[src/rtl/wash_mode_ctrl_if.sv]
// ---------------------------------------------------------------------------
// wash_mode_ctrl_if
// Front-panel / wash-timer bundle for wash_mode_ctrl.
//   power_led      panel -> ctrl   1 = machine powered (level)
//   start_pause    panel -> ctrl   start/pause button, async level
//   module_select  panel -> ctrl   programme-select button, async level
//   if_finish      timer -> ctrl   1-cycle pulse, programme complete
//   model_now      ctrl -> timers  current programme index
//   running        ctrl -> timers  1 while in RUN
//   paused         ctrl -> timers  1 while in PAUSE
//   mode_done      ctrl -> timers  1-cycle pulse when a finish is accepted
//   state_dbg      ctrl -> debug   raw FSM state (OFF=0 IDLE=1 RUN=2 PAUSE=3)
// master = panel/timer side, slave = controller side.
// ---------------------------------------------------------------------------
interface wash_mode_ctrl_if #(
    parameter int MODE_W = 3
);
    logic              power_led;
    logic              start_pause;
    logic              module_select;
    logic              if_finish;
    logic [MODE_W-1:0] model_now;
    logic              running;
    logic              paused;
    logic              mode_done;
    logic [1:0]        state_dbg;

    modport master (
        output power_led, start_pause, module_select, if_finish,
        input  model_now, running, paused, mode_done, state_dbg
    );

    modport slave (
        input  power_led, start_pause, module_select, if_finish,
        output model_now, running, paused, mode_done, state_dbg
    );
endinterface

[src/rtl/wash_mode_ctrl.sv]
// ---------------------------------------------------------------------------
// wash_mode_ctrl
// Washing-machine programme selector and OFF/IDLE/RUN/PAUSE controller.
// Select presses step the programme index in IDLE; the index is locked while
// a wash runs and returns to DEFAULT_MODE on finish or power-off.
//
// Ports:
//   clk    in   system clock, rising edge
//   reset  in   synchronous, active-high
//   bus    slave modport of wash_mode_ctrl_if (see that file for signals)
//
// Optional feature: define WASH_DEBOUNCE_EN to insert a DEB_CYCLES-sample
// debouncer between each button synchroniser and its edge detector.
//
// Signal contracts (there is no valid/ready pair on this block):
//   buttons and power_led are levels; a press is a rising edge of the
//   filtered button. if_finish is a single-cycle pulse that is only consumed
//   in RUN/PAUSE. mode_done is a single-cycle pulse, registered, appearing in
//   the same cycle the state shows IDLE after an accepted finish.
// ---------------------------------------------------------------------------
module wash_mode_ctrl #(
    parameter int NUM_MODES    = 6,
    parameter int MODE_W       = 3,
    parameter int DEFAULT_MODE = 0,
    parameter int DEB_CYCLES   = 4
) (
    input  logic                  clk,
    input  logic                  reset,
    wash_mode_ctrl_if.slave       bus
);

    // Elaboration-time sanity check of the parameter set.
    if (NUM_MODES < 2 || NUM_MODES > (2 ** MODE_W) ||
        DEFAULT_MODE < 0 || DEFAULT_MODE >= NUM_MODES || DEB_CYCLES < 1) begin : g_param_check
        $error("wash_mode_ctrl: illegal parameter combination");
    end

    typedef enum logic [1:0] {
        S_OFF   = 2'd0,
        S_IDLE  = 2'd1,
        S_RUN   = 2'd2,
        S_PAUSE = 2'd3
    } state_t;

    localparam logic [MODE_W-1:0] DEF_M  = MODE_W'(DEFAULT_MODE);
    localparam logic [MODE_W-1:0] LAST_M = MODE_W'(NUM_MODES - 1);

    // Bit 0 = start_pause, bit 1 = module_select.
    logic [1:0] sync1, sync2, filt, filt_d;
    logic       start_press, sel_press;

    state_t            state, state_n;
    logic [MODE_W-1:0] model, model_n;
    logic              done_q, done_n;

    // Synchroniser and edge-detect history load 1 in reset so a button held
    // across reset release is not seen as a press until it is re-pressed.
    always_ff @(posedge clk) begin
        if (reset) begin
            sync1  <= 2'b11;
            sync2  <= 2'b11;
            filt_d <= 2'b11;
        end else begin
            sync1  <= {bus.module_select, bus.start_pause};
            sync2  <= sync1;
            filt_d <= filt;
        end
    end

`ifdef WASH_DEBOUNCE_EN
    localparam int CNT_W = $clog2(DEB_CYCLES + 1);

    logic [CNT_W-1:0] cnt [2];

    // filt follows sync2 only after DEB_CYCLES consecutive mismatching edges;
    // any edge where they agree restarts the count.
    always_ff @(posedge clk) begin
        if (reset) begin
            filt <= 2'b11;
            for (int i = 0; i < 2; i++) cnt[i] <= '0;
        end else begin
            for (int i = 0; i < 2; i++) begin
                if (sync2[i] == filt[i]) begin
                    cnt[i] <= '0;
                end else if (cnt[i] == CNT_W'(DEB_CYCLES - 1)) begin
                    filt[i] <= sync2[i];
                    cnt[i]  <= '0;
                end else begin
                    cnt[i] <= cnt[i] + 1'b1;
                end
            end
        end
    end
`else
    assign filt = sync2;
`endif

    assign start_press = filt[0] & ~filt_d[0];
    assign sel_press   = filt[1] & ~filt_d[1];

    always_ff @(posedge clk) begin
        if (reset) begin
            state  <= S_OFF;
            model  <= DEF_M;
            done_q <= 1'b0;
        end else begin
            state  <= state_n;
            model  <= model_n;
            done_q <= done_n;
        end
    end

    // Priority: power loss > finish > start press > select press.
    always_comb begin
        state_n = state;
        model_n = model;
        done_n  = 1'b0;
        if (!bus.power_led) begin
            state_n = S_OFF;
            model_n = DEF_M;
        end else begin
            case (state)
                S_OFF: begin
                    state_n = S_IDLE;
                end
                S_IDLE: begin
                    if (start_press) begin
                        state_n = S_RUN;
                    end else if (sel_press) begin
                        // Wrap at NUM_MODES-1 so a non-power-of-2 count never
                        // reaches an unused index.
                        model_n = (model == LAST_M) ? '0 : model + MODE_W'(1);
                    end
                end
                S_RUN, S_PAUSE: begin
                    if (bus.if_finish) begin
                        state_n = S_IDLE;
                        model_n = DEF_M;
                        done_n  = 1'b1;
                    end else if (start_press) begin
                        state_n = (state == S_RUN) ? S_PAUSE : S_RUN;
                    end
                end
                default: begin
                    state_n = S_OFF;
                    model_n = DEF_M;
                end
            endcase
        end
    end

    assign bus.model_now = model;
    assign bus.running   = (state == S_RUN);
    assign bus.paused    = (state == S_PAUSE);
    assign bus.mode_done = done_q;
    assign bus.state_dbg = state;

endmodule

[src/flat_wrapper.sv]
// flat-port wrapper written by rule: the top's interface ports become plain ports
module wash_mode_ctrl_flat 
#(
    parameter int NUM_MODES    = 6,
    parameter int MODE_W       = 3,
    parameter int DEFAULT_MODE = 0,
    parameter int DEB_CYCLES   = 4
)
  (clk, reset, bus_power_led, bus_start_pause, bus_module_select, bus_if_finish, bus_model_now, bus_running, bus_paused, bus_mode_done, bus_state_dbg);
  wash_mode_ctrl_if #(.MODE_W(MODE_W)) bus_i ();
  input  logic clk;
  input  logic reset;
  input wire logic [$bits(bus_i.power_led)-1:0] bus_power_led;
  input wire logic [$bits(bus_i.start_pause)-1:0] bus_start_pause;
  input wire logic [$bits(bus_i.module_select)-1:0] bus_module_select;
  input wire logic [$bits(bus_i.if_finish)-1:0] bus_if_finish;
  output wire logic [$bits(bus_i.model_now)-1:0] bus_model_now;
  output wire logic [$bits(bus_i.running)-1:0] bus_running;
  output wire logic [$bits(bus_i.paused)-1:0] bus_paused;
  output wire logic [$bits(bus_i.mode_done)-1:0] bus_mode_done;
  output wire logic [$bits(bus_i.state_dbg)-1:0] bus_state_dbg;
  assign bus_i.power_led = bus_power_led;
  assign bus_i.start_pause = bus_start_pause;
  assign bus_i.module_select = bus_module_select;
  assign bus_i.if_finish = bus_if_finish;
  assign bus_model_now = bus_i.model_now;
  assign bus_running = bus_i.running;
  assign bus_paused = bus_i.paused;
  assign bus_mode_done = bus_i.mode_done;
  assign bus_state_dbg = bus_i.state_dbg;
  wash_mode_ctrl #(.NUM_MODES(NUM_MODES), .MODE_W(MODE_W), .DEFAULT_MODE(DEFAULT_MODE), .DEB_CYCLES(DEB_CYCLES)) u_core (.clk(clk), .reset(reset), .bus(bus_i));
endmodule
[config.mk]
export PLATFORM = sky130hd
export DESIGN_NAME = wash_mode_ctrl_flat
export DESIGN_NICKNAME = d
export VERILOG_FILES = /design/src/rtl/wash_mode_ctrl_if.sv /design/src/rtl/wash_mode_ctrl.sv /design/src/flat_wrapper.sv
export SDC_FILE = /design/constraint.sdc
export NUM_CORES = 1
export LEC_CHECK = 0
export CORE_AREA = 2 2 39 41
export DETAILED_ROUTE_END_ITERATION = 12
export DIE_AREA = 0 0 41 43
export PLACE_DENSITY = 0.66
export SETUP_SLACK_MARGIN = 0.1
export SYNTH_ARGS = -nofsm -noshare
export SYNTH_HDL_FRONTEND = slang
export SYNTH_SLANG_ARGS = --single-unit
[constraint.sdc]
create_clock -name clk -period 1.2 [get_ports clk]
set_clock_uncertainty 0.1 [all_clocks]
set_input_delay 0.24 -clock clk [delete_from_list [all_inputs] [get_ports clk]]
set_output_delay 0.24 -clock clk [all_outputs]
set_load 0.05 [all_outputs]
# ---- Word level (Yosys, flattened, before mapping)
# Index checks and enable logic that the tools add are counted.
dict set report classes {
  addsub 1
  eq_ne 9
  n_mux 11
  bitwise_logic 6
  n_reduce_logical 7
}
# cell count
set op_table {}
lappend op_table {{$mux W3} 4}
lappend op_table {{$mux W2} 3}
lappend op_table {{$pmux W2 S3} 1}
lappend op_table {{$pmux W3 S2} 1}
lappend op_table {{$eq A2 B2 Y1 const B} 2}
lappend op_table {{$ne A2 B1 Y1 const B} 2}
lappend op_table {{$ne A2 B2 Y1 const B} 2}
lappend op_table {{$not A1 Y1} 4}
lappend op_table {{$reduce_and A4 Y1} 1}
lappend op_table {{$reduce_or A2 Y1} 2}
lappend op_table {{$add A3 B1 Y3 const B} 1}
lappend op_table {{$eq A3 B3 Y1 const B} 1}
lappend op_table {{$ne A3 B2 Y1 const B} 1}
lappend op_table {{$reduce_or A3 Y1} 1}
lappend op_table {{$and A1 B1 Y1} 2}
lappend op_table {{$eq A2 B1 Y1 const B} 1}
lappend op_table {{$logic_not A2 Y1} 1}
lappend op_table {{$mux W1} 2}
lappend op_table {{$reduce_and A2 Y1} 1}
lappend op_table {{$reduce_bool A2 Y1} 1}
dict set report totals {
  regBits 12
}

# ---- Depth between registers and ports, before layout
# Gate-level depths: netlist of the first run.
dict set report logic_depth {
  ltp_word 5
  depth_mapped 3
  ltp_nobuf 3
}

# ---- Worst setup path before layout of the first run
# No wires, ideal clock.
dict set report synth_path {
  path_kind {reg2reg}
  startpoint {reg u_core.state[0] (netlist: u_core.bus.state_dbg[0])}
  endpoint {reg u_core.state[0] (netlist: u_core.bus.state_dbg[0])}
  setup_ns 0.091
  arrival_ns 1.488
  slack_ns -0.479
  path_stages_with_launch 4
  path_buffers 0
  synth_period_minus_slack_ns 1.679
  cell_sequence {dfxtp_1 and2b_2 nor3b_1 a311oi_1}
}
dict set report synth_between {
  elab_chain_cells 5
}
# item line
set synth_rtl {}
lappend synth_rtl {{from (decl)} wash_mode_ctrl.sv:52} ;# state_t state, state_n;
lappend synth_rtl {{from (signal assigned)} wash_mode_ctrl.sv:107} ;# state <= state_n;
lappend synth_rtl {{$eq A2 B2 Y1 *} --}
lappend synth_rtl {{net bus_running} flat_wrapper.sv:18} ;# output wire logic [$bits(bus_i.running)-1:0] bus_running;
lappend synth_rtl {{$mux W1} wash_mode_ctrl.sv:141} ;# state_n = (state == S_RUN) ? S_PAUSE : S_RUN;
lappend synth_rtl {{$mux W2} wash_mode_ctrl.sv:140} ;# end else if (start_press) begin
lappend synth_rtl {{$mux W2} wash_mode_ctrl.sv:136} ;# if (bus.if_finish) begin
lappend synth_rtl {{$pmux W2 S3} wash_mode_ctrl.sv:122} ;# case (state)
# Mark *: on every way through the listed nets, which the timed path passes. The rest lies on a longest branch. The select of a mux whose other input is x is not followed.
# A chain may end at the register's enable or synchronous reset.

# ---- Worst setup path in the final report of the first run
dict set report layout_path {
  startpoint {reg u_core.state[1] (netlist: u_core.bus.state_dbg[1])}
  endpoint {out bus_running}
}
dict set report layout_between {
  elab_chain_cells 1
}
# item line
set layout_rtl {}
lappend layout_rtl {{$eq A2 B2 Y1} wash_mode_ctrl.sv:153} ;# assign bus.running = (state == S_RUN);
lappend layout_rtl {{to (decl)} flat_wrapper.sv:18}
# Every way passes these cells.

==> impl_metrics.prom, run 1 <==
# TYPE chip_impl_metric gauge
chip_impl_metric{name="final_critical_path_setup_slack",unit="ns"} -0.182
chip_impl_metric{name="reg2reg_setup_slack",unit="ns"} -0.17
chip_impl_info{name="cts_tree",value="done"} 1
chip_impl_metric{name="layout-drive-gt1-share",unit="%"} 63.9
chip_impl_metric{name="utilization",unit="%"} 65.2
chip_impl_metric{name="dpl.cell_count",unit=""} 79
chip_impl_metric{name="cts_hold_buf",unit=""} 0
chip_impl_metric{name="finalHoldViolCount",unit=""} 0
chip_impl_metric{name="port-buffer-count",unit=""} 13
chip_impl_info{name="timing.hold.worst.start",value="u_core.sync1[0]"} 1
chip_impl_metric{name="worstPathBufferInverterCount",unit=""} 2
chip_impl_metric{name="critical_path_max_stage_delay",unit="ns"} 0.35
chip_impl_metric{name="syn-cell-area",unit="um^2"} 477
chip_impl_metric{name="worst-endpoint-required",unit="ns"} 0.86
chip_impl_metric{name="synthSimpleGateAreaFrac",unit="%"} 39.1
chip_impl_metric{name="fin_nets",unit=""} 79
chip_impl_info{name="clock_tree.root_cell",value="sky130_fd_sc_hd__clkbuf_4"} 1
chip_impl_metric{name="dieHeight",unit="um"} 43
chip_impl_info{name="failing_checks",value="setup timing"} 1
chip_impl_metric{name="yosysSeqAreaShare",unit="%"} 50.4
chip_impl_metric{name="postSynthAreaPerCell",unit="um^2"} 11.1
chip_impl_info{name="criticalPathCategory",value="flip-flop to output pin"} 1
chip_impl_metric{name="worstPathMaxFanout",unit=""} 4
chip_impl_metric{name="synthCells",unit=""} 43
chip_impl_metric{name="core_area",unit="mm^2"} 0.00138
chip_impl_info{name="synth_top_family_by_area",value="simple AND/OR/NAND/NOR gates"} 1
chip_impl_metric{name="ff2ff_path_depth",unit=""} 4
chip_impl_metric{name="flow.area_growth_from_synthesis",unit="%"} 89.2
chip_impl_metric{name="floorplan.initialDensity",unit="%"} 34.4
chip_impl_metric{name="cts_num_sinks",unit=""} 12
chip_impl_metric{name="number_of_diodes",unit=""} 0
chip_impl_metric{name="grt_start_max_net_pins",unit=""} 8
chip_impl_metric{name="hold_ws",unit="ns"} 0.317
chip_impl_metric{name="yosys-mux-area-fraction",unit="%"} 4.20
chip_impl_info{name="grt_setup_unrepaired",value="true"} 1
chip_impl_metric{name="postRouteAntennaNets",unit=""} 0
chip_impl_info{name="cp-end-kind",value="output pin"} 1
chip_impl_info{name="critical_path.reg2reg.endpoint",value="u_core.bus.model_now[1]"} 1
chip_impl_metric{name="synth.distinct_cells",unit=""} 21
chip_impl_metric{name="flip_flop_and_latch_count_after_synthesis",unit=""} 12
chip_impl_metric{name="globalRouteOverflowTotal",unit=""} 0
chip_impl_info{name="startpoint_type",value="flip-flop"} 1
chip_impl_metric{name="first_global_vias",unit=""} 379
chip_impl_metric{name="transition_at_the_pin_with_the_smallest_max_transition_slack",unit="ns"} 0.244
chip_impl_info{name="hold_path.class",value="flip-flop to flip-flop"} 1
chip_impl_metric{name="max_freq",unit="MHz"} 724
chip_impl_metric{name="grt_usage",unit="%"} 14.3
chip_impl_metric{name="synth-xor-area-share",unit="%"} 0
chip_impl_metric{name="postSynthNetCount",unit=""} 49
chip_impl_metric{name="final-setup-viol-count",unit=""} 7
chip_impl_info{name="cp_slowest_cell",value="sky130_fd_sc_hd__dfxtp_4"} 1
chip_impl_metric{name="drt-total-wl",unit="mm"} 1.05
chip_impl_metric{name="slew_violations",unit=""} 0
chip_impl_metric{name="worst_skew_pair.late_latency",unit="ns"} 0.27
chip_impl_metric{name="max_cap_viol_count",unit=""} 0
chip_impl_metric{name="cellPowerDensity",unit="mW/mm^2"} 889
chip_impl_metric{name="boundaryPins",unit=""} 14
chip_impl_metric{name="total_power",unit="W"} 0.000802
chip_impl_info{name="worst_hold_path.endpoint",value="u_core.filt[0]"} 1
chip_impl_metric{name="drt_pre_antenna_iters",unit=""} 4
chip_impl_metric{name="vias",unit=""} 426
chip_impl_metric{name="detail_route.drc_violations",unit=""} 0
chip_impl_info{name="result_of_the_run",value="finished with violations"} 1
chip_impl_metric{name="post_drt_wl_per_cell",unit="um"} 12.0
chip_impl_info{name="worstPathCellList",value="buf_6, and2b_4, buf_12"} 1
chip_impl_metric{name="min_period_over_period",unit="%"} 115
chip_impl_metric{name="place.gp.congestion",unit=""} 0.789
chip_impl_metric{name="timing.slew.headroom",unit="%"} 83.7
chip_impl_metric{name="grt_antenna_before_repair",unit=""} 0
chip_impl_metric{name="ir_drop",unit="mV"} 0.976
chip_impl_metric{name="static-leakage-power",unit="nW"} 0.366
chip_impl_metric{name="layoutNonFillerInstCount",unit=""} 88
chip_impl_metric{name="die_width",unit="um"} 41
chip_impl_info{name="critical-path-top-delay-family",value="flip-flops"} 1
chip_impl_metric{name="period_minus_slack",unit="ns"} 1.38
chip_impl_metric{name="totalNegativeSetupSlack",unit="ns"} -0.914
chip_impl_metric{name="synth_compound_gate_area_share",unit="%"} 6.30
chip_impl_metric{name="cts.path.max_buffers",unit=""} 2
chip_impl_metric{name="first_iter_violations",unit=""} 4
chip_impl_metric{name="route.detailed.vias_per_inst",unit=""} 4.84
chip_impl_metric{name="yosysWarnings",unit=""} 0
chip_impl_info{name="r2r_start",value="u_core.bus.state_dbg[1]"} 1
chip_impl_metric{name="first_pass_grt_wire_length",unit="mm"} 1.61
chip_impl_metric{name="synth-adder-area-share",unit="%"} 0
chip_impl_metric{name="die_area",unit="mm^2"} 0.00176
chip_impl_metric{name="tritoncts.num_buffers",unit=""} 3
chip_impl_metric{name="cp_data_arrival_time",unit="ns"} 1.04
chip_impl_metric{name="rows",unit=""} 14
chip_impl_metric{name="cts_htree_levels",unit=""} 1
chip_impl_metric{name="cts.reportedPaths.clkPinSlew",unit="ns"} 0.08
chip_impl_metric{name="worstHoldPathCells",unit=""} 1
[cell families after synthesis]
group	Yosys count
mux	2
flops	12
compound gates	4
simple gates	25
[worst register-to-register path, cell delays in order (launching register included)]
cell	delay, ns
sky130_fd_sc_hd__dfxtp_4	0.35
sky130_fd_sc_hd__buf_6	0.11
sky130_fd_sc_hd__nand4bb_4	0.18
sky130_fd_sc_hd__or3b_4	0.40
sky130_fd_sc_hd__mux2i_1	0.12
[layer usage]
layer	global-route usage (%)	vias up	share of wire (%)
met5	0	-	0
li1	-	213	-
met3	3.14	4	4.2
met2	23.1	14	53
met4	8.00	0	1.5
met1	16.3	195	42
[state kept, by name (all words and copies together) (netlist names)]
register,cells
u_core.bus.state_dbg,2
u_core.filt,2
u_core.bus.mode_done,1
u_core.sync1,2
u_core.filt_d,2
u_core.bus.model_now,3
[placed cells by master (no fill, tap or decap)]
cell type                         synthesis  routed
sky130_fd_sc_hd__a311oi_1                 1       1
sky130_fd_sc_hd__dfxtp_4                  0       5
sky130_fd_sc_hd__nor2_1                   1       1
sky130_fd_sc_hd__a21oi_2                  0       1
sky130_fd_sc_hd__mux2i_1                  2       2
sky130_fd_sc_hd__dlygate4sd2_1            0       1
sky130_fd_sc_hd__buf_4                    0       7
sky130_fd_sc_hd__nand2_1                  1       1
sky130_fd_sc_hd__or2b_1                   1       1
sky130_fd_sc_hd__or3b_4                   1       1
sky130_fd_sc_hd__o221ai_1                 1       1
sky130_fd_sc_hd__nor3b_2                  0       1
sky130_fd_sc_hd__or3_1                    2       1
sky130_fd_sc_hd__nand4bb_4                1       1
sky130_fd_sc_hd__or3_4                    0       1
sky130_fd_sc_hd__and2b_4                  0       1
sky130_fd_sc_hd__buf_12                   0       8
sky130_fd_sc_hd__buf_6                    0       5
sky130_fd_sc_hd__dfxtp_1                 12       6
sky130_fd_sc_hd__nor2b_2                  0       1
sky130_fd_sc_hd__clkbuf_8                 0       1
sky130_fd_sc_hd__dfxtp_2                  0       1
sky130_fd_sc_hd__nand3b_1                 2       2
sky130_fd_sc_hd__or2_2                    6       6
sky130_fd_sc_hd__o31ai_2                  0       1
sky130_fd_sc_hd__nand2b_4                 0       1
sky130_fd_sc_hd__clkdlybuf4s50_1          0       4
sky130_fd_sc_hd__and2b_1                  2       2
sky130_fd_sc_hd__nand3_1                  2       2
sky130_fd_sc_hd__and2_4                   0       1
sky130_fd_sc_hd__nor2b_1                  2       1
sky130_fd_sc_hd__clkbuf_4                 0       3
[synth_stat cells]
cell type	count	area share (%)
sky130_fd_sc_hd__a21oi_1	1	1.0
sky130_fd_sc_hd__a311oi_1	1	1.8
sky130_fd_sc_hd__and2_2	1	1.6
sky130_fd_sc_hd__and2b_1	2	3.1
sky130_fd_sc_hd__and2b_2	1	1.8
sky130_fd_sc_hd__dfxtp_1	12	50
sky130_fd_sc_hd__mux2i_1	2	4.2
sky130_fd_sc_hd__nand2_1	1	0.79
sky130_fd_sc_hd__nand2b_1	1	1.3
sky130_fd_sc_hd__nand3_1	2	2.1
sky130_fd_sc_hd__nand3b_1	2	3.1
sky130_fd_sc_hd__nand4bb_4	1	5.8
sky130_fd_sc_hd__nor2_1	1	0.79
sky130_fd_sc_hd__nor2b_1	2	2.6
sky130_fd_sc_hd__nor3b_1	1	1.6
sky130_fd_sc_hd__o221ai_1	1	1.8
sky130_fd_sc_hd__o31ai_1	1	1.6
sky130_fd_sc_hd__or2_2	6	7.9
sky130_fd_sc_hd__or2b_1	1	1.6
sky130_fd_sc_hd__or3_1	2	2.6
sky130_fd_sc_hd__or3b_4	1	2.4
[how the worst max path moves through the flow]
stage                                       start                 endpoint  slack (ns)  cells past startpoint
after global placement              bus_power_led  u_core.bus.model_now[0]       -0.34                      4
after detailed placement            bus_power_led  u_core.bus.model_now[0]       -0.38                      4
after floorplan           u_core.bus.state_dbg[1]  u_core.bus.model_now[1]       -0.13                      3
after CTS                 u_core.bus.state_dbg[1]              bus_running       -0.19                      3
final                     u_core.bus.state_dbg[1]              bus_running       -0.18                      3
after global routing      u_core.bus.state_dbg[1]  u_core.bus.model_now[1]       -0.24                      4
[final cells by class]
cell class | count | area, um^2
fill | 106 | 482
multi-input combinational | 31 | 268
clock buffer | 4 | 36.3
tap | 16 | 20.0
sequential | 12 | 260
timing repair buffer | 25 | 318
[through the flow]
| stage | worst slack (ns) | cell area (um^2) |
|---|---|---|
| 2_1_floorplan | -0.135 | 497 |
| 3_3_place_gp | -0.338 | 779 |
| 3_5_place_dp | -0.380 | 779 |
| 4_1_cts | -0.192 | 875 |
| 5_1_grt | -0.235 | 902 |
| 6_report | -0.182 | 902 |
[what timing repair did]
item | CTS | global route
setup buffers | 4 | 1
resized for setup | 12 | 5
pin swaps | 2 | 2
endpoints found under the hold margin | 0 | 0
endpoints found under the setup margin | 12 | 13
[where the power goes]
group	total (W)	leakage [nW]	internal (W)	switching [W]
clock network	0.000310	0.0210	0.000184	0.000126
logic	0.0000879	0.242	0.0000542	0.0000337
registers	0.000404	0.103	0.000398	0.00000577
Note: power is estimated with default switching activity, not from simulation.
==> inputs of run 2 (changes only) <==
--- a/config.mk
+++ b/config.mk
@@ -8,7 +8,7 @@
 export CORE_AREA = 2 2 39 41
 export DETAILED_ROUTE_END_ITERATION = 12
 export DIE_AREA = 0 0 41 43
-export PLACE_DENSITY = 0.66
+export DONT_BUFFER_PORTS = 1
 export SETUP_SLACK_MARGIN = 0.1
 export SYNTH_ARGS = -nofsm -noshare
 export SYNTH_HDL_FRONTEND = slang
==> run 2 against run 1 <==
The flow still finishes with violations (setup timing). Non-clock buffer count down 6. Die area unchanged. Fmax up 1.5%. Clock power about the same. Flip-flop and latch count unchanged. Wire length down 18%. Global-route usage down 2.0 points. Final cell count down 6.8%. Critical path depth unchanged. Worst hold slack worse by 0.29 ns. Total power down 3.5%. Clock-buffer cell count unchanged. Critical path type unchanged. Largest cell class is now multi-input gates.
==> impl_metrics.prom, run 2 (same netlist as run 1, synthesis figures left out) <==
# TYPE chip_impl_metric gauge
chip_impl_metric{name="utilization",unit="%"} 57.0
chip_impl_metric{name="cellPowerDensity",unit="mW/mm^2"} 981
chip_impl_metric{name="worstPathBufferInverterCount",unit=""} 2
chip_impl_info{name="grt_setup_unrepaired",value="true"} 1
chip_impl_info{name="critical-path-top-delay-family",value="flip-flops"} 1
chip_impl_metric{name="grt_start_max_net_pins",unit=""} 8
chip_impl_info{name="most_common_cell_after_layout_fill_and_taps_aside",value="sky130_fd_sc_hd__buf_4"} 1
chip_impl_metric{name="worst-endpoint-required",unit="ns"} 0.86
chip_impl_info{name="worst_hold_path.endpoint",value="u_core.bus.mode_done"} 1
chip_impl_metric{name="tritoncts.num_buffers",unit=""} 3
chip_impl_metric{name="flow.area_growth_from_synthesis",unit="%"} 65.4
chip_impl_metric{name="boundaryPins",unit=""} 14
chip_impl_info{name="timing.hold.worst.start",value="bus_power_led"} 1
chip_impl_metric{name="reg2reg_setup_slack",unit="ns"} -0.05
chip_impl_info{name="result_of_the_run",value="finished with violations"} 1
chip_impl_info{name="cts_tree",value="done"} 1
chip_impl_metric{name="route.detailed.vias_per_inst",unit=""} 4.60
chip_impl_metric{name="globalRouteOverflowTotal",unit=""} 0
chip_impl_info{name="worstPathCellList",value="buf_6, and2b_4, buf_12"} 1
chip_impl_metric{name="drt-total-wl",unit="um"} 868
chip_impl_metric{name="max_cap_viol_count",unit=""} 0
chip_impl_metric{name="layout-drive-gt1-share",unit="%"} 63.6
chip_impl_metric{name="ir_drop",unit="mV"} 0.645
chip_impl_metric{name="die_area",unit="mm^2"} 0.00176
chip_impl_info{name="most_frequent_cells_in_the_layout",value="sky130_fd_sc_hd__buf_4, sky130_fd_sc_hd__or2_2, sky130_fd_sc_hd__dfxtp_4, sky130_fd_sc_hd__dfxtp_1, sky130_fd_sc_hd__buf_8"} 1
chip_impl_metric{name="cts_num_sinks",unit=""} 12
chip_impl_metric{name="dieHeight",unit="um"} 43
chip_impl_info{name="failing_checks",value="setup timing"} 1
chip_impl_metric{name="detail_route.drc_violations",unit=""} 0
chip_impl_metric{name="rows",unit=""} 14
chip_impl_info{name="cp_slowest_cell",value="sky130_fd_sc_hd__dfxtp_4"} 1
chip_impl_metric{name="worstPathMaxFanout",unit=""} 4
chip_impl_metric{name="grt_antenna_before_repair",unit=""} 0
chip_impl_metric{name="static-leakage-power",unit="nW"} 0.337
chip_impl_metric{name="worstHoldPathCells",unit=""} 2
chip_impl_metric{name="transition_at_the_pin_with_the_smallest_max_transition_slack",unit="ns"} 0.260
chip_impl_info{name="crit_path_start",value="u_core.bus.state_dbg[1]"} 1
chip_impl_metric{name="post_drt_wl_per_cell",unit="um"} 10.6
chip_impl_metric{name="total_power",unit="W"} 0.000774
chip_impl_info{name="criticalPathCategory",value="flip-flop to output pin"} 1
chip_impl_metric{name="drt_pre_antenna_iters",unit=""} 1
chip_impl_metric{name="cts_htree_levels",unit=""} 1
chip_impl_metric{name="period_minus_slack",unit="ns"} 1.36
chip_impl_metric{name="fin_nets",unit=""} 73
chip_impl_metric{name="detailedPlacementHpwl",unit="um"} 601
chip_impl_metric{name="place.gp.congestion",unit=""} 0.684
chip_impl_metric{name="slew_violations",unit=""} 0
chip_impl_metric{name="first_global_vias",unit=""} 335
chip_impl_metric{name="port-buffer-count",unit=""} 0
chip_impl_metric{name="area_taken_by_multi_input_logic_gates",unit="um^2"} 268
chip_impl_metric{name="cp_data_arrival_time",unit="ns"} 1.02
chip_impl_metric{name="vias",unit=""} 377
chip_impl_metric{name="die_width",unit="um"} 41
chip_impl_info{name="startpoint_type",value="flip-flop"} 1
chip_impl_metric{name="number_of_diodes",unit=""} 0
chip_impl_metric{name="cts.reportedPaths.clkPinSlew",unit="ns"} 0.08
chip_impl_metric{name="cts.path.max_buffers",unit=""} 2
chip_impl_metric{name="largest_reg_flops",unit=""} 3
chip_impl_metric{name="final_critical_path_setup_slack",unit="ns"} -0.161
chip_impl_metric{name="first_pass_grt_wire_length",unit="mm"} 1.41
chip_impl_info{name="cp-end-kind",value="output pin"} 1
chip_impl_metric{name="floorplan.initialDensity",unit="%"} 34.4
chip_impl_metric{name="min_period_over_period",unit="%"} 113
chip_impl_metric{name="finalHoldViolCount",unit=""} 0
chip_impl_metric{name="first_iter_violations",unit=""} 0
chip_impl_metric{name="postRouteAntennaNets",unit=""} 0
chip_impl_metric{name="ff_latch_area",unit="um^2"} 262
chip_impl_metric{name="critical_path_max_stage_delay",unit="ns"} 0.35
chip_impl_info{name="r2r_start",value="u_core.bus.state_dbg[1]"} 1
chip_impl_info{name="clock_tree.root_cell",value="sky130_fd_sc_hd__clkbuf_4"} 1
chip_impl_metric{name="fillCellCount",unit=""} 108
chip_impl_metric{name="core_area",unit="mm^2"} 0.00138
chip_impl_metric{name="timing.slew.headroom",unit="%"} 82.7
chip_impl_metric{name="worst_skew_pair.late_latency",unit="ns"} 0.26
chip_impl_metric{name="max_freq",unit="MHz"} 735
chip_impl_info{name="critical_path.reg2reg.endpoint",value="u_core.bus.model_now[1]"} 1
chip_impl_metric{name="final-setup-viol-count",unit=""} 6
chip_impl_info{name="hold_path.class",value="primary input to flip-flop"} 1
chip_impl_metric{name="grt_usage",unit="%"} 12.3
chip_impl_metric{name="ff2ff_path_depth",unit=""} 3
run 2: worst max path at each step:
stage,cells past startpoint,endpoint,slack [ns]
floorplan,3,u_core.bus.model_now[1],-0.13
CTS,3,bus_running,-0.18
detailed placement,3,u_core.bus.model_now[1],-0.05
finish,3,bus_running,-0.16
global placement,3,u_core.bus.model_now[2],-0.03
global route,2,bus_running,-0.19
run 2: per-stage QoR:
step	setup TNS [ns]	area, um^2	setup WS [ns]	cells	hold slack (ns)
2_1_floorplan	-0.352	497	-0.135	43	0.244
4_1_cts	-0.670	746	-0.179	79	0.0133
3_5_place_dp	-0.0979	619	-0.0475	71	0.247
3_3_place_gp	-0.0621	619	-0.0308	71	0.246
5_1_grt	-0.721	788	-0.191	82	0.0215
6_report	-0.493	788	-0.161	82	0.0271
run 2: repair_timing:
item | CTS | global route
setup endpoints to repair | 13 | 17
pin swaps | 3 | 2
hold endpoints to repair | 6 | 0
setup buffers | 1 | 3
hold buffers | 3 | 0
resized for setup | 15 | 7
run 2: routing by layer:
layer	track usage (%)	routed length, um	up-vias
met1	17.2	417	168
met2	15.0	394	11
met3	6.28	56	0
met4	6.00	0	0
li1	-	-	198
met5	0	0	-
run 2: cell type report:
| cell class | instances | area share (%) |
|---|---|---|
| clock buffers | 4 | 4.60 |
| multi-input cells | 31 | 34.0 |
| flip-flops and latches | 12 | 33.2 |
| well taps | 16 | 2.54 |
| repair buffers | 19 | 25.7 |
run 2: power by group:
| group | switching [W] | internal [W] | leakage [nW] |
|---|---|---|---|
| sequential | 0.00000748 | 0.000399 | 0.102 |
| combinational | 0.0000233 | 0.0000362 | 0.214 |
| clock | 0.000124 | 0.000184 | 0.0210 |
==> inputs of run 3 (changes only) <==
--- a/config.mk
+++ b/config.mk
@@ -9,6 +9,7 @@
 export DETAILED_ROUTE_END_ITERATION = 12
 export DIE_AREA = 0 0 41 43
 export DONT_BUFFER_PORTS = 1
+export PLACE_DENSITY = 0.53
 export SETUP_SLACK_MARGIN = 0.1
 export SYNTH_ARGS = -nofsm -noshare
 export SYNTH_HDL_FRONTEND = slang
==> run 3 against run 2 <==
Clock-buffer cell count is the same. Critical path depth is the same. Critical endpoint unchanged. Via count grew 3.2%. Final cell count shrank 1.2%. Wire length grew 12%. Final area grew 3.7%. Worst setup slack lost 0.020 ns. Register-to-register slack lost 0.08 ns. Combinational power grew 12%. The flow still finishes with violations (setup timing). Worst hold slack gained 0.014 ns.
==> impl_metrics.prom, run 3 (same netlist as run 1, synthesis figures left out) <==
# TYPE chip_impl_metric gauge
chip_impl_metric{name="boundaryPins",unit=""} 14
chip_impl_metric{name="largest_reg_flops",unit=""} 3
chip_impl_metric{name="totalNegativeSetupSlack",unit="ns"} -0.767
chip_impl_metric{name="grt_usage",unit="%"} 15.5
chip_impl_metric{name="cts.path.max_buffers",unit=""} 2
chip_impl_info{name="clock_tree.root_cell",value="sky130_fd_sc_hd__clkbuf_4"} 1
chip_impl_metric{name="cts_num_sinks",unit=""} 12
chip_impl_info{name="most_frequent_cells_in_the_layout",value="sky130_fd_sc_hd__or2_2, sky130_fd_sc_hd__buf_8, sky130_fd_sc_hd__dfxtp_1, sky130_fd_sc_hd__dlygate4sd3_1, sky130_fd_sc_hd__dfxtp_4"} 1
chip_impl_metric{name="slew_violations",unit=""} 0
chip_impl_metric{name="worstHoldPathCells",unit=""} 2
chip_impl_info{name="timing.hold.worst.start",value="bus_if_finish"} 1
chip_impl_info{name="criticalPathCategory",value="flip-flop to output pin"} 1
chip_impl_metric{name="first_iter_violations",unit=""} 2
chip_impl_metric{name="place.gp.congestion",unit=""} 0.705
chip_impl_metric{name="globalRouteOverflowTotal",unit=""} 0
chip_impl_metric{name="number_of_diodes",unit=""} 0
chip_impl_metric{name="period_minus_slack",unit="ns"} 1.38
chip_impl_metric{name="first_pass_grt_wire_length",unit="mm"} 1.75
chip_impl_metric{name="fillCellCount",unit=""} 119
chip_impl_metric{name="static-leakage-power",unit="nW"} 0.324
chip_impl_metric{name="drt-total-wl",unit="um"} 971
chip_impl_metric{name="grt_antenna_before_repair",unit=""} 0
chip_impl_metric{name="cp_data_arrival_time",unit="ns"} 1.04
chip_impl_metric{name="timing.slew.headroom",unit="%"} 82.2
chip_impl_metric{name="dieHeight",unit="um"} 43
chip_impl_metric{name="floorplan.initialDensity",unit="%"} 34.4
chip_impl_metric{name="post_drt_wl_per_cell",unit="um"} 12.0
chip_impl_info{name="hold_path.class",value="primary input to flip-flop"} 1
chip_impl_info{name="cp_slowest_cell",value="sky130_fd_sc_hd__dfxtp_4"} 1
chip_impl_metric{name="layout-drive-gt1-share",unit="%"} 60.0
chip_impl_info{name="highest_metal_layer_with_signal_wires",value="met4"} 1
chip_impl_info{name="worstPathCellList",value="buf_6, and2b_4, buf_12"} 1
chip_impl_metric{name="route.met2.wl",unit="um"} 504
chip_impl_metric{name="cts_htree_levels",unit=""} 1
chip_impl_metric{name="die_area",unit="mm^2"} 0.00176
chip_impl_info{name="cp-end-kind",value="output pin"} 1
chip_impl_metric{name="metal_1_wl",unit="um"} 390
chip_impl_metric{name="first_global_vias",unit=""} 398
chip_impl_info{name="critical_path.reg2reg.endpoint",value="u_core.bus.model_now[1]"} 1
chip_impl_metric{name="area_taken_by_multi_input_logic_gates",unit="um^2"} 284
chip_impl_metric{name="final_critical_path_setup_slack",unit="ns"} -0.181
chip_impl_metric{name="final-setup-viol-count",unit=""} 5
chip_impl_metric{name="finalHoldViolCount",unit=""} 0
chip_impl_metric{name="port-buffer-count",unit=""} 0
chip_impl_metric{name="worst_skew_pair.late_latency",unit="ns"} 0.28
chip_impl_metric{name="ff2ff_path_depth",unit=""} 4
chip_impl_info{name="cts_tree",value="done"} 1
chip_impl_metric{name="max_freq",unit="MHz"} 724
chip_impl_metric{name="postRouteAntennaNets",unit=""} 0
chip_impl_info{name="critical-path-top-delay-family",value="flip-flops"} 1
chip_impl_info{name="startpoint_type",value="flip-flop"} 1
chip_impl_metric{name="finalInstanceArea",unit="um^2"} 817
chip_impl_info{name="grt_setup_unrepaired",value="true"} 1
chip_impl_metric{name="reg2reg_setup_slack",unit="ns"} -0.13
chip_impl_metric{name="die_width",unit="um"} 41
chip_impl_metric{name="cts.reportedPaths.clkPinSlew",unit="ns"} 0.08
chip_impl_metric{name="vias",unit=""} 389
chip_impl_metric{name="core_area",unit="mm^2"} 0.00138
chip_impl_metric{name="post_dp_cell_area",unit="um^2"} 604
chip_impl_info{name="worst_hold_path.endpoint",value="u_core.bus.state_dbg[1]"} 1
chip_impl_info{name="r2r_start",value="u_core.bus.state_dbg[0]"} 1
chip_impl_metric{name="drt_pre_antenna_iters",unit=""} 2
chip_impl_metric{name="min_period_over_period",unit="%"} 115
chip_impl_metric{name="detailedPlacementHpwl",unit="um"} 690
chip_impl_metric{name="grt_start_max_net_pins",unit=""} 8
chip_impl_metric{name="rows",unit=""} 14
chip_impl_metric{name="tritoncts.num_buffers",unit=""} 3
chip_impl_metric{name="worstPathMaxFanout",unit=""} 5
chip_impl_metric{name="flow.area_growth_from_synthesis",unit="%"} 71.4
chip_impl_metric{name="max_cap_viol_count",unit=""} 0
chip_impl_metric{name="worst-endpoint-required",unit="ns"} 0.86
chip_impl_metric{name="ir_drop",unit="mV"} 0.815
chip_impl_metric{name="ff_latch_area",unit="um^2"} 260
chip_impl_info{name="result_of_the_run",value="finished with violations"} 1
chip_impl_metric{name="cellPowerDensity",unit="mW/mm^2"} 977
chip_impl_metric{name="detail_route.drc_violations",unit=""} 0
chip_impl_metric{name="route.detailed.vias_per_inst",unit=""} 4.80
chip_impl_metric{name="critical_path_max_stage_delay",unit="ns"} 0.35
chip_impl_metric{name="transition_at_the_pin_with_the_smallest_max_transition_slack",unit="ns"} 0.269
chip_impl_metric{name="detailroute.wirelength.met3",unit="um"} 46
chip_impl_info{name="failing_checks",value="setup timing"} 1
chip_impl_metric{name="worstPathBufferInverterCount",unit=""} 2
chip_impl_metric{name="fin_nets",unit=""} 72
==> run 3: cell count changes in the layout (fill, tap and decap cells not counted) <==
cell	delta
sky130_fd_sc_hd__o221ai_1	-1
sky130_fd_sc_hd__dfxtp_1	+1
sky130_fd_sc_hd__or3_4	-1
sky130_fd_sc_hd__a21oi_1	-1
sky130_fd_sc_hd__dfxtp_2	-1
sky130_fd_sc_hd__buf_4	-6
sky130_fd_sc_hd__a21oi_2	+1
sky130_fd_sc_hd__o221ai_4	+1
sky130_fd_sc_hd__dlygate4sd3_1	+3
sky130_fd_sc_hd__buf_6	+1
sky130_fd_sc_hd__dlymetal6s4s_1	-1
sky130_fd_sc_hd__or3_1	+1
sky130_fd_sc_hd__buf_8	+2
==> run 3: metrics by stage <==
stage	cells	setup WS, ns	power, W	hold slack, ns	util, %
floorplan	43	-0.135	0.000447	0.244	-
detailed placement	69	-0.0612	0.000458	0.246	43.7
CTS	81	-0.189	0.000804	0.0193	56.5
global route	81	-0.217	0.000837	0.0274	59.0
global placement	69	-0.0319	0.000457	0.245	43.7
finish	81	-0.181	0.000798	0.0412	59.0
==> run 3: final cells by class <==
type / count / share of cell area, %
multi-input combinational: 31 / 34.8
tap: 16 / 2.45
timing repair buffer: 18 / 26.5
clock buffer: 4 / 4.44
sequential: 12 / 31.9
==> run 3: layer usage <==
layer	up-vias	global-route usage [%]
li1	196	-
met1	180	18.5
met2	10	22.2
met3	3	5.76
met4	0	10.0
met5	-	0
==> run 3: worst register-to-register path, cell delays in order, from the launching register on <==
cell and delay, ns:
sky130_fd_sc_hd__dfxtp_4 0.38, sky130_fd_sc_hd__buf_6 0.10, sky130_fd_sc_hd__nand4bb_4 0.11, sky130_fd_sc_hd__or3b_4 0.40, sky130_fd_sc_hd__mux2i_1 0.13
==> run 3: repair_timing <==
item / CTS / global route
setup buffers: 3 / 0
pin swaps: 1 / 0
hold endpoints to repair: 8 / 0
setup endpoints to repair: 13 / 13
hold buffers: 5 / 0
gates resized for setup: 20 / 7
==> run 3: worst max-delay path by stage <==
stage / start / endpoint / slack (ns) / cells past startpoint
3_3_place_gp: u_core.bus.state_dbg[1] / u_core.bus.model_now[1] / -0.03 / 3
3_5_place_dp: u_core.filt[0] / u_core.bus.model_now[1] / -0.06 / 3
2_1_floorplan: u_core.bus.state_dbg[1] / u_core.bus.model_now[1] / -0.13 / 3
6_report: u_core.bus.state_dbg[1] / bus_running / -0.18 / 3
4_1_cts: u_core.bus.state_dbg[1] / bus_running / -0.19 / 3
5_1_grt: u_core.bus.state_dbg[1] / bus_running / -0.22 / 3
==> run 3: report_power, final <==
group	leakage, nW	internal (W)	switching [W]
Clock	0.0210	0.000185	0.000142
Sequential	0.103	0.000398	0.00000710
Combinational	0.200	0.0000396	0.0000268
Total	0.324	0.000623	0.000176
